[src/rtl/intc_nch.sv]
// Multi-channel interrupt controller: edge-detected done strobes, maskable
// pending bits, IRQ/IACK handshake. Define INTC_ROUND_ROBIN_EN for round-robin arbitration.
module intc_nch #(
  parameter int unsigned NUM_CH    = 8,
  parameter logic [31:0] BASE_ADDR = 32'h0000_2000
) (
  input  logic              clk,
  input  logic              rst,
  input  logic [NUM_CH-1:0] done,
  input  logic              IACK,
  input  logic [31:0]       input_addr,
  input  logic              write_enable,
  input  logic [31:0]       write_data,
  output logic [31:0]       read_data,
  output logic              IRQ,
  output logic [31:0]       isr_addr,
  output logic              error
);

  localparam int unsigned IDW = (NUM_CH > 1) ? $clog2(NUM_CH) : 1;
  typedef logic [IDW-1:0] id_t;
  typedef enum logic [1:0] {IDLE, REQ, ACK} state_t;

  state_t            state, state_nx;
  logic [31:0]       isr_tab [NUM_CH];
  logic [NUM_CH-1:0] mask, pending, pend_nx, done_q, rise, eligible;
  id_t               id, win, isr_sel;
  logic              win_vld;
  logic [31:0]       offset;
  logic              in_win, isr_hit, mask_hit, pend_hit, insv_hit, bad_wr;

  // Addresses below BASE_ADDR wrap to a large offset and fall outside the window.
  assign offset   = input_addr - BASE_ADDR;
  assign in_win   = (offset[31:8] == 24'd0);
  assign isr_hit  = in_win && (offset[1:0] == 2'b00) && (offset[7:6] == 2'b00) &&
                    (32'(offset[5:2]) < NUM_CH);
  assign isr_sel  = IDW'(offset[5:2]);
  assign mask_hit = in_win && (offset[7:0] == 8'h40);
  assign pend_hit = in_win && (offset[7:0] == 8'h44);
  assign insv_hit = in_win && (offset[7:0] == 8'h48);
  assign bad_wr   = write_enable && in_win && !isr_hit && !mask_hit;

  assign rise     = done & ~done_q;
  assign eligible = pending & mask;

  always_comb begin
    read_data = '0;
    if (isr_hit) begin
      read_data = isr_tab[isr_sel];
    end else if (mask_hit) begin
      read_data[NUM_CH-1:0] = mask;
    end else if (pend_hit) begin
      read_data[NUM_CH-1:0] = pending;
    end else if (insv_hit) begin
      read_data[31]  = (state != IDLE);
      read_data[3:0] = 4'(id);
    end
  end

`ifdef INTC_ROUND_ROBIN_EN
  id_t ptr;

  always_comb begin
    int unsigned c;
    c       = 0;
    win     = '0;
    win_vld = 1'b0;
    for (int unsigned k = 0; k < NUM_CH; k++) begin
      c = (32'(ptr) + 32'd1 + k) % NUM_CH;
      if (!win_vld && eligible[id_t'(c)]) begin
        win_vld = 1'b1;
        win     = id_t'(c);
      end
    end
  end

  // Reset value NUM_CH-1 makes channel 0 the first search candidate.
  always_ff @(posedge clk or negedge rst) begin
    if (!rst) begin
      ptr <= id_t'(NUM_CH - 1);
    end else if (state == IDLE && win_vld) begin
      ptr <= win;
    end
  end
`else
  always_comb begin
    win     = '0;
    win_vld = 1'b0;
    for (int unsigned k = 0; k < NUM_CH; k++) begin
      if (!win_vld && eligible[id_t'(k)]) begin
        win_vld = 1'b1;
        win     = id_t'(k);
      end
    end
  end
`endif

  // A new done edge on the channel being acknowledged re-arms it.
  always_comb begin
    pend_nx = pending;
    if (state == REQ && IACK) pend_nx[id] = 1'b0;
    pend_nx = pend_nx | rise;
  end

  always_comb begin
    state_nx = state;
    case (state)
      IDLE:    if (win_vld) state_nx = REQ;
      REQ:     if (IACK)    state_nx = ACK;
      ACK:     if (!IACK)   state_nx = IDLE;
      default:              state_nx = IDLE;
    endcase
  end

  always_ff @(posedge clk or negedge rst) begin
    if (!rst) begin
      state    <= IDLE;
      isr_tab  <= '{default: '0};
      mask     <= '1;
      pending  <= '0;
      done_q   <= '0;
      id       <= '0;
      IRQ      <= 1'b0;
      isr_addr <= '0;
      error    <= 1'b0;
    end else begin
      state   <= state_nx;
      done_q  <= done;
      pending <= pend_nx;
      error   <= bad_wr || (|(rise & pending));
      if (write_enable && isr_hit)  isr_tab[isr_sel] <= write_data;
      if (write_enable && mask_hit) mask <= write_data[NUM_CH-1:0];
      case (state)
        IDLE: if (win_vld) begin
          id       <= win;
          isr_addr <= isr_tab[win];
          IRQ      <= 1'b1;
        end
        REQ:  if (IACK) IRQ <= 1'b0;
        default: ;
      endcase
    end
  end

endmodule
[config.mk]
export PLATFORM = sky130hd
export DESIGN_NAME = intc_nch
export DESIGN_NICKNAME = d
export VERILOG_FILES = /design/src/rtl/intc_nch.sv
export SDC_FILE = /design/constraint.sdc
export NUM_CORES = 1
export LEC_CHECK = 0
export ABC_CLOCK_PERIOD_IN_PS = 7200
export CORE_MARGIN = 2
export CORE_UTILIZATION = 40
export CTS_CLUSTER_DIAMETER = 60
export DETAILED_ROUTE_END_ITERATION = 7
export GPL_ROUTABILITY_DRIVEN = 0
export SYNTH_ARGS = -nofsm -noshare
export SYNTH_HDL_FRONTEND = slang
export SYNTH_SLANG_ARGS = --single-unit
[constraint.sdc]
create_clock -name clk -period 7.2 [get_ports clk]
set_input_delay 0.72 -clock clk [delete_from_list [all_inputs] [get_ports clk]]
set_output_delay 0.72 -clock clk [all_outputs]
set_load 0.01 [all_outputs]
==> results of run 1 <==
worst paths after layout:
| path | startpoint | endpoint | slack [ps] | depth (start not counted) |
|---|---|---|---|---|
| worst min-delay path | rst | isr_tab[169]$_DFFE_PN0P_ | 230 | 1 |
| max in group asynchronous | rst | isr_tab[199]$_DFFE_PN0P_ | 5460 | 2 |
| min in group clk | done_q[6]$_DFF_PN0_ | pending[6]$_DFF_PN0_ | 430 | 1 |
| worst max-delay path | input_addr[13] | read_data[6] | 1930 | 10 |
| worst min register to register | done_q[6]$_DFF_PN0_ | pending[6]$_DFF_PN0_ | 430 | 1 |
| worst max register to register | mask[6]$_DFFE_PN1P_ | isr_addr[8]$_DFFE_PN0P_ | 3780 | 7 |
stage by stage:
step | hold WS, ps | util | worst slack (ps)
CTS | 259 | 0.470 | 1880
global route | 288 | 0.471 | 1640
finish | 225 | 0.471 | 1930
floorplan | 415 | - | 3600
detailed placement | 427 | 0.443 | 1890
global placement | 425 | 0.443 | 2080
kinds of logic (layout without fill, tap and decap cells):
group | Yosys count | after routing | synth area share
multiplexers | 401 | 401 | 0.332
AND/OR/NAND/NOR | 382 | 382 | 0.104
flip-flops | 319 | 319 | 0.456
buffers and inverters | 119 | 235 | 0.0483
AO/OA/AOI/OAI | 115 | 115 | 0.0575
XOR/XNOR | 2 | 2 | 0.00100
adder cells (fa/ha/maj) | 1 | 1 | 0.000714
other | 0 | 3 | 0
power groups by stage:
stage / Combinational [mW] / Sequential [mW] / Clock [mW]
2_1_floorplan: 0.0591 / 1.83 / 0
4_1_cts: 0.183 / 1.80 / 1.94
3_5_place_dp: 0.182 / 1.83 / 0
5_1_grt: 0.196 / 1.80 / 2.01
6_report: 0.179 / 1.80 / 1.89
3_3_place_gp: 0.182 / 1.83 / 0
cells in the final DEF, fill, tap and decap left out, types with 8 or more instances in the layout:
master / n
mux2_4: 180
dfstp_2: 8
clkdlybuf4s50_1: 137
o2111a_1: 32
dfrtp_1: 311
clkbuf_16: 37
nand2b_1: 10
mux2_2: 25
o2111ai_1: 32
nor2_1: 35
nand2_1: 139
buf_4: 24
o21ai_0: 14
nand3_1: 131
inv_1: 10
mux2_1: 60
nand3b_1: 10
mux4_2: 64
mux2i_1: 72
nor3_1: 13
layer usage:
layer | global-route usage | vias up | part of all wire
li1 | - | 5175 | -
met1 | 0.302 | 5920 | 0.45
met2 | 0.342 | 321 | 0.48
met3 | 0.0321 | 79 | 0.049
met4 | 0.0580 | 2 | 0.022
met5 | 0 | - | 0.00028
registers in the layout (all words and copies together), names as in the netlist:
register,cells
isr_tab,256
isr_addr,32
done_q,8
mask,8
pending,8
id,3
state,2
IRQ,1
error,1
worst reg2reg max path: cells and delay by family (launching register included):
| kind | cells | cell delay (ps) |
|---|---|---|
| buffers and inverters | 1 | 710 |
| AO/OA/AOI/OAI | 4 | 1740 |
| AND/OR/NAND/NOR | 1 | 60 |
| flip-flops | 1 | 550 |
| multiplexers | 1 | 260 |
final cells by class:
class / instances / area, sq um / share of cell area
well taps: 585 / 732 / 0.0360
repair buffers: 164 / 1590 / 0.0783
clock inverters: 13 / 171 / 0.00844
flip-flops and latches: 319 / 7990 / 0.393
inverters: 10 / 37.5 / 0.00185
diodes: 3 / 7.51 / 0.000369
multi-input cells: 901 / 8760 / 0.431
clock buffers: 48 / 1030 / 0.0506
==> flow_metrics.env, run 1 <==
export IMPL_outcome="completed"
export IMPL_fmax_mhz=190
export IMPL_cp_max_fo=12
export IMPL_die_w_um=213
export IMPL_num_fill_cells=3919
export IMPL_setup_tns_ps=0
export IMPL_clock_latency_ps=520
export IMPL_ys_types=56
export IMPL_drive_gt1_frac=0.261
export IMPL_path_buf_inv=3
export IMPL_ios=142
export IMPL_layout_nets=1510
export IMPL_h_tree_depth=2
export IMPL_cts_root_buffer="clkbuf_16"
export IMPL_clockPowerShare=0.489
export IMPL_worst_path_most_repeated_cell="clkdlybuf4s50_1"
export IMPL_min_path_type="input pin to asynchronous set/reset pin"
export IMPL_start_util=0.406
export IMPL_yosys_area_top_type="dfrtp_1"
export IMPL_syn_to_final_growth_pct=16.0
export IMPL_vias=11500
export IMPL_hold_viol=0
export IMPL_final_cells=2043
export IMPL_wl_per_cell_um=23.0
export IMPL_period_share=0.732
export IMPL_rows=76
export IMPL_yosysWarnings=0
export IMPL_start_kind="input pin"
export IMPL_numCtsBuffers=37
export IMPL_fin_crit_ps=5270
export IMPL_switching_power_mw=0.859
export IMPL_cts_hold_buf=0
export IMPL_vdd_drop_max_mv=0.110
export IMPL_p_sw_frac=0.222
export IMPL_place_inst=1979
export IMPL_grt_pass1_wl_um=74100
export IMPL_drtIter0Drc=749
export IMPL_p_seq_frac=0.465
export IMPL_die_area_sq_um=45500
export IMPL_synthesis_area_sq_um=17500
export IMPL_ant_nets=0
export IMPL_crit_path_end_kind="primary output"
export IMPL_clockBufferDepth=3
export IMPL_clk_pin_slew_ps=60
export IMPL_synth_fp_nets=1416
export IMPL_drt_total_wl_um=47000
export IMPL_crit_path_max_incr_delay_ps=690
export IMPL_final_max_slew_viol_count=0
export IMPL_place_hpwl_um=27800
export IMPL_grt_pass1_vias=12200
export IMPL_cts_tree="built"
export IMPL_synthTopCellsByCount="311 x dfrtp_1, 180 x mux2_4, 139 x nand2_1"
export IMPL_intPower_mw=3.01
export IMPL_max_slew_margin=0.253
export IMPL_synth_area_per_cell_sq_um=13.1
export IMPL_yosysSeqAreaShare=0.456
export IMPL_grt_max_degree=150
export IMPL_grt_usage=0.213
export IMPL_cts_resized=0
export IMPL_drc=0
export IMPL_vias_per_cell=5.63
export IMPL_synth_edf_count=0
export IMPL_dpl_cell_area_sq_um=19100
export IMPL_die_h_um=213
export IMPL_dr_pass1_iters=5
export IMPL_cts_sinks=319
export IMPL_postSynthCellCount=1339
export IMPL_p_per_area_nw_per_um2=190
export IMPL_clock_skew_final_ps=16.0
export IMPL_overflow=0
export IMPL_io_buffer_count=141
export IMPL_fin_area_sq_um=20300
export IMPL_cts_setup_buffers=0
export IMPL_slowest_stage="a311oi_2"
export IMPL_yosys_top_cells_area="dfrtp_1 44%, mux2_4 15%, mux4_2 8.2%, mux2i_1 4.1%, mux2_1 3.9%"
export IMPL_p_comb_frac=0.046
export IMPL_required_ps=6480
export IMPL_drv_cap=0
export IMPL_crit_family="compound AO/OA/AOI/OAI gates"
export IMPL_async_flop_share=1.00
export IMPL_arrival_ps=4550
export IMPL_cp_cell_sequence="clkdlybuf4s50_1, inv_1, ha_1, or4b_4, nor4b_2, o21ai_1, a311oi_2, nand3_1, o32ai_1, clkdlybuf4s50_1"
export IMPL_path_class="input pin to primary output"
export IMPL_worst_pin_slew_ps=1120
export IMPL_leakage_nw=8.71
export IMPL_rsz0062_at_grt="false"
export IMPL_synth_top_area_frac=0.444
export IMPL_yosysMostFrequentCell="dfrtp_1"
export IMPL_core_sq_um=43200
export IMPL_total_power_mw=3.87
export IMPL_antenna_found_initial=4
export IMPL_finalSetupViolCount=0
export IMPL_synthFlopType="dfrtp_1"
export IMPL_synth_ff_latch_count=319
Power figures use the tool's default switching activity.
==> run 2, diff against run 1 <==
- ABC_CLOCK_PERIOD_IN_PS: 7200 -> 5300
- clock period: 7.2 -> 5.3 ns (I/O delays scaled with it)
==> flow_metrics.env, run 2 (synthesized netlist as in run 1, its figures left out) <==
export IMPL_max_slew_margin=0.396
export IMPL_crit_family="simple AND/OR/NAND/NOR gates"
export IMPL_cts_root_buffer="clkbuf_16"
export IMPL_grt_usage=0.217
export IMPL_setup_ws_ps=393
export IMPL_outcome="completed"
export IMPL_layout_nets=1520
export IMPL_final_max_slew_viol_count=0
export IMPL_r2r_slack_ps=2110
export IMPL_hold_viol=0
export IMPL_setup_tns_ps=0
export IMPL_grt_pass1_vias=12400
export IMPL_crit_path_max_incr_delay_ps=660
export IMPL_die_w_um=213
export IMPL_period_share=0.926
export IMPL_grt_max_degree=160
export IMPL_total_power_mw=5.39
export IMPL_reg2reg_to="isr_addr[10]$_DFFE_PN0P_"
export IMPL_pre_cts_slack_ps=381
export IMPL_wl_per_cell_um=23.2
export IMPL_final_common_cell="dfrtp_1"
export IMPL_cp_max_fo=14
export IMPL_drt_total_wl_um=47700
export IMPL_rows=76
export IMPL_clockBufferDepth=3
export IMPL_drtIter0Drc=794
export IMPL_top_regs="isr_tab: 256 flops, isr_addr: 32 flops"
export IMPL_cp_cell_sequence="clkdlybuf4s50_1, inv_1, ha_1, nor4b_1, nand4_1, xnor2_1, nor4b_1, nand3b_1, buf_4, nor2_1, clkdlybuf4s50_1"
export IMPL_core_sq_um=43200
export IMPL_h_tree_depth=2
export IMPL_ios=142
export IMPL_dpl_cell_area_sq_um=19200
export IMPL_die_h_um=213
export IMPL_dr_pass1_iters=5
export IMPL_arrival_ps=4380
export IMPL_drive_gt1_frac=0.269
export IMPL_crit_path_end_kind="primary output"
export IMPL_leakage_nw=8.82
export IMPL_p_per_area_nw_per_um2=262
export IMPL_layout_common_cells="311 x dfrtp_1, 180 x mux2_4, 139 x nand2_1"
export IMPL_largest_reg_flops=256
export IMPL_required_ps=4770
export IMPL_vdd_drop_max_mv=0.176
export IMPL_worstRegToRegCells=7
export IMPL_overflow=0
export IMPL_ant_nets=0
export IMPL_place_hpwl_um=28700
export IMPL_fmax_mhz=204
export IMPL_worst_hold_slack_ps=438
export IMPL_numCtsBuffers=38
export IMPL_r2r_start="pending[0]$_DFF_PN0_"
export IMPL_place_inst=1987
export IMPL_drc=0
export IMPL_cts_sinks=319
export IMPL_rsz0062_at_grt="false"
export IMPL_largest_register="isr_tab"
export IMPL_startpoint="input_addr[13]"
export IMPL_vias_per_cell=5.72
export IMPL_cts_resized=0
export IMPL_syn_to_final_growth_pct=17.3
export IMPL_path_class="input pin to primary output"
export IMPL_antenna_found_initial=1
export IMPL_io_buffer_count=141
export IMPL_die_area_sq_um=45500
export IMPL_vias=11800
export IMPL_fin_crit_ps=4910
export IMPL_min_path_type="flop to flop"
export IMPL_grt_pass1_wl_um=75300
export IMPL_start_util=0.406
export IMPL_cts_setup_buffers=0
export IMPL_clock_skew_final_ps=25.4
export IMPL_finalSetupViolCount=0
export IMPL_cts_tree="built"
export IMPL_crit_cells=11
export IMPL_final_cells=2057
export IMPL_final_util=0.476
export IMPL_drv_cap=0
export IMPL_clk_pin_slew_ps=60
export IMPL_start_kind="input pin"
export IMPL_path_buf_inv=4
export IMPL_clock_latency_ps=560
export IMPL_crit_path_end="read_data[21]"
export IMPL_worst_pin_slew_ps=907
export IMPL_fin_area_sq_um=20500
export IMPL_slowest_stage="nand3b_1"
-- run 2: report_power, final --
part           switching [mW]  total [mW]  leakage (nW)  internal, mW
registers             0.00132        2.44          4.36          2.44
logic                   0.152       0.247          3.82        0.0950
clock network            1.08        2.70         0.640          1.62
-- run 2: per-layer routing --
layer / wire length (um) / up-vias / global-route usage / part of all wire
li1: - / 5223 / - / -
met5: 0 / - / 0 / 0
met2: 22400 / 349 / 0.342 / 0.47
met4: 1710 / 0 / 0.0829 / 0.036
met3: 2680 / 106 / 0.0400 / 0.056
met1: 21000 / 6088 / 0.299 / 0.44
-- run 2: how the worst min path moves through the flow --
stage	start	end	slack, ps	cells after the start
2_1_floorplan	rst	IRQ$_DFFE_PN0P_	230	0
3_3_place_gp	done_q[7]$_DFF_PN0_	pending[7]$_DFF_PN0_	420	1
3_5_place_dp	done_q[7]$_DFF_PN0_	pending[7]$_DFF_PN0_	430	1
4_1_cts	done_q[7]$_DFF_PN0_	pending[7]$_DFF_PN0_	440	1
5_1_grt	done_q[5]$_DFF_PN0_	pending[5]$_DFF_PN0_	450	1
6_report	done_q[7]$_DFF_PN0_	pending[7]$_DFF_PN0_	440	1
-- run 2: cell type report --
type / instances / area [sq um]
fill: 3876 / 22600
multi-input combinational: 901 / 8750
antenna: 1 / 2.50
sequential: 319 / 7990
timing repair buffer: 173 / 1740
clock buffer: 55 / 1160
tap: 585 / 732
inverter: 10 / 37.5
clock inverter: 13 / 140
-- run 2: worst reg2reg max path: stages, from the launching register on --
cell and delay [ps]:
dfrtp_1 440, a22oi_1 490, nand2_1 280, o32a_2 670, buf_4 460, mux2i_1 310, o2111ai_1 270, o2111a_1 210
-- run 2: repair_timing --
action                                  CTS  global route
hold buffers                              1             0
hold endpoints to repair                 14             0
endpoints found under the setup margin    0             0
==> run 3, diff against run 2 <==
- CORE_MARGIN: 2 -> 5
==> flow_metrics.env, run 3 (synthesized netlist as in run 1, its figures left out) <==
export IMPL_wl_per_cell_um=23.6
export IMPL_overflow=0
export IMPL_ios=142
export IMPL_clk_pin_slew_ps=60
export IMPL_drtIter0Drc=993
export IMPL_grt_pass1_wl_um=75300
export IMPL_required_ps=4770
export IMPL_leakage_nw=8.85
export IMPL_drt_total_wl_um=48500
export IMPL_grt_pass1_vias=12300
export IMPL_cts_hold_buf=0
export IMPL_cts_sinks=319
export IMPL_fmax_mhz=204
export IMPL_cts_root_buffer="clkbuf_16"
export IMPL_die_area_sq_um=48100
export IMPL_p_per_area_nw_per_um2=263
export IMPL_reg2reg_to="isr_addr[5]$_DFFE_PN0P_"
export IMPL_grt_usage=0.201
export IMPL_hold_viol=4
export IMPL_num_fill_cells=3894
export IMPL_numCtsBuffers=38
export IMPL_min_path_type="input pin to asynchronous set/reset pin"
export IMPL_vdd_drop_max_mv=0.153
export IMPL_cts_tree="built"
export IMPL_crit_cells=11
export IMPL_crit_family="simple AND/OR/NAND/NOR gates"
export IMPL_violations="negative hold slack"
export IMPL_drc=0
export IMPL_path_class="input pin to primary output"
export IMPL_layout_nets=1520
export IMPL_crit_path_max_incr_delay_ps=640
export IMPL_largest_reg_flops=256
export IMPL_syn_to_final_growth_pct=17.5
export IMPL_grt_max_degree=138
export IMPL_core_sq_um=43200
export IMPL_fin_area_sq_um=20600
export IMPL_finalSetupViolCount=0
export IMPL_rsz0062_at_grt="false"
export IMPL_top_regs="isr_tab: 256 flops, isr_addr: 32 flops"
export IMPL_final_max_slew_viol_count=0
export IMPL_cp_max_fo=13
export IMPL_max_slew_margin=0.329
export IMPL_clock_latency_ps=540
export IMPL_cts_resized=0
export IMPL_crit_path_end_kind="primary output"
export IMPL_slowest_stage="nand3b_1"
export IMPL_final_common_cell="dfrtp_1"
export IMPL_place_hpwl_um=29400
export IMPL_start_util=0.406
export IMPL_io_buffer_count=141
export IMPL_layout_common_cells="311 x dfrtp_1, 180 x mux2_4, 139 x nand2_1"
export IMPL_worstRegToRegCells=7
export IMPL_startpoint="input_addr[13]"
export IMPL_dr_pass1_iters=5
export IMPL_setup_tns_ps=0
export IMPL_path_buf_inv=4
export IMPL_start_kind="input pin"
export IMPL_crit_path_end="read_data[28]"
export IMPL_worst_hold_slack_ps=-9.57
export IMPL_clock_skew_final_ps=14.9
export IMPL_outcome="finished with violations"
export IMPL_cp_cell_sequence="clkdlybuf4s50_1, inv_1, ha_1, nor4b_1, nand4_1, xnor2_1, nor4b_1, nand3b_1, buf_4, nor2_1, clkdlybuf4s50_1"
export IMPL_worst_pin_slew_ps=1010
export IMPL_cts_setup_buffers=0
export IMPL_drv_cap=0
export IMPL_largest_register="isr_tab"
export IMPL_dpl_cell_area_sq_um=19300
export IMPL_clockBufferDepth=3
export IMPL_final_util=0.477
export IMPL_rows=76
export IMPL_die_w_um=219
export IMPL_vias=11800
export IMPL_vias_per_cell=5.71
export IMPL_r2r_slack_ps=2120
export IMPL_fin_crit_ps=4900
export IMPL_arrival_ps=4370
export IMPL_ant_nets=0
export IMPL_drive_gt1_frac=0.269
export IMPL_antenna_found_initial=2
export IMPL_r2r_start="pending[0]$_DFF_PN0_"
export IMPL_h_tree_depth=2
export IMPL_period_share=0.925
export IMPL_die_h_um=219
==> run 3: changes by cell type in the layout (fill, tap and decap cells not counted), sizes merged <==
cell         change
clkinvlp         -2
clkbuf           -1
clkinv           +3
dlygate4sd3      -1
buf              +1
bufinv           +2
==> run 3: power by group <==
group | switching [mW] | total [mW] | internal, mW | leakage, nW
sequential | 0.00123 | 2.44 | 2.44 | 4.36
clock | 1.07 | 2.73 | 1.65 | 0.650
combinational | 0.152 | 0.248 | 0.0952 | 3.83
total | 1.23 | 5.41 | 4.19 | 8.85
==> run 3: layer usage <==
metal | GRT usage | part of all wire | up-vias
li1 | - | - | 5227
met1 | 0.278 | 0.45 | 6116
met2 | 0.335 | 0.48 | 335
met3 | 0.0288 | 0.048 | 72
met4 | 0.0500 | 0.020 | 2
met5 | 0 | 0.00014 | -
==> run 3: area by class of cell <==
type	count	area (sq um)	area share
inverters	10	37.5	0.00182
repair buffers	173	1770	0.0860
diodes	1	2.50	0.000121
clock inverters	16	206	0.0100
flip-flops and latches	319	7990	0.388
multi-input cells	901	8750	0.425
well taps	585	732	0.0355
clock buffers	54	1100	0.0535
==> run 3: how the worst min path moves through the flow <==
stage | to | slack (ps)
floorplan | IRQ$_DFFE_PN0P_ | 230
global placement | pending[7]$_DFF_PN0_ | 420
detailed placement | pending[4]$_DFF_PN0_ | 430
CTS | isr_tab[232]$_DFFE_PN0P_ | 40
global route | isr_tab[200]$_DFFE_PN0P_ | 80
finish | isr_tab[200]$_DFFE_PN0P_ | -10
==> run 3: per-stage QoR <==
stage	total power, mW	worst slack, ps	cells
global placement	2.73	499	1988
CTS	5.48	372	2058
finish	5.41	395	2059
detailed placement	2.74	378	1988
global route	5.61	217	2059
floorplan	2.57	2080	1339
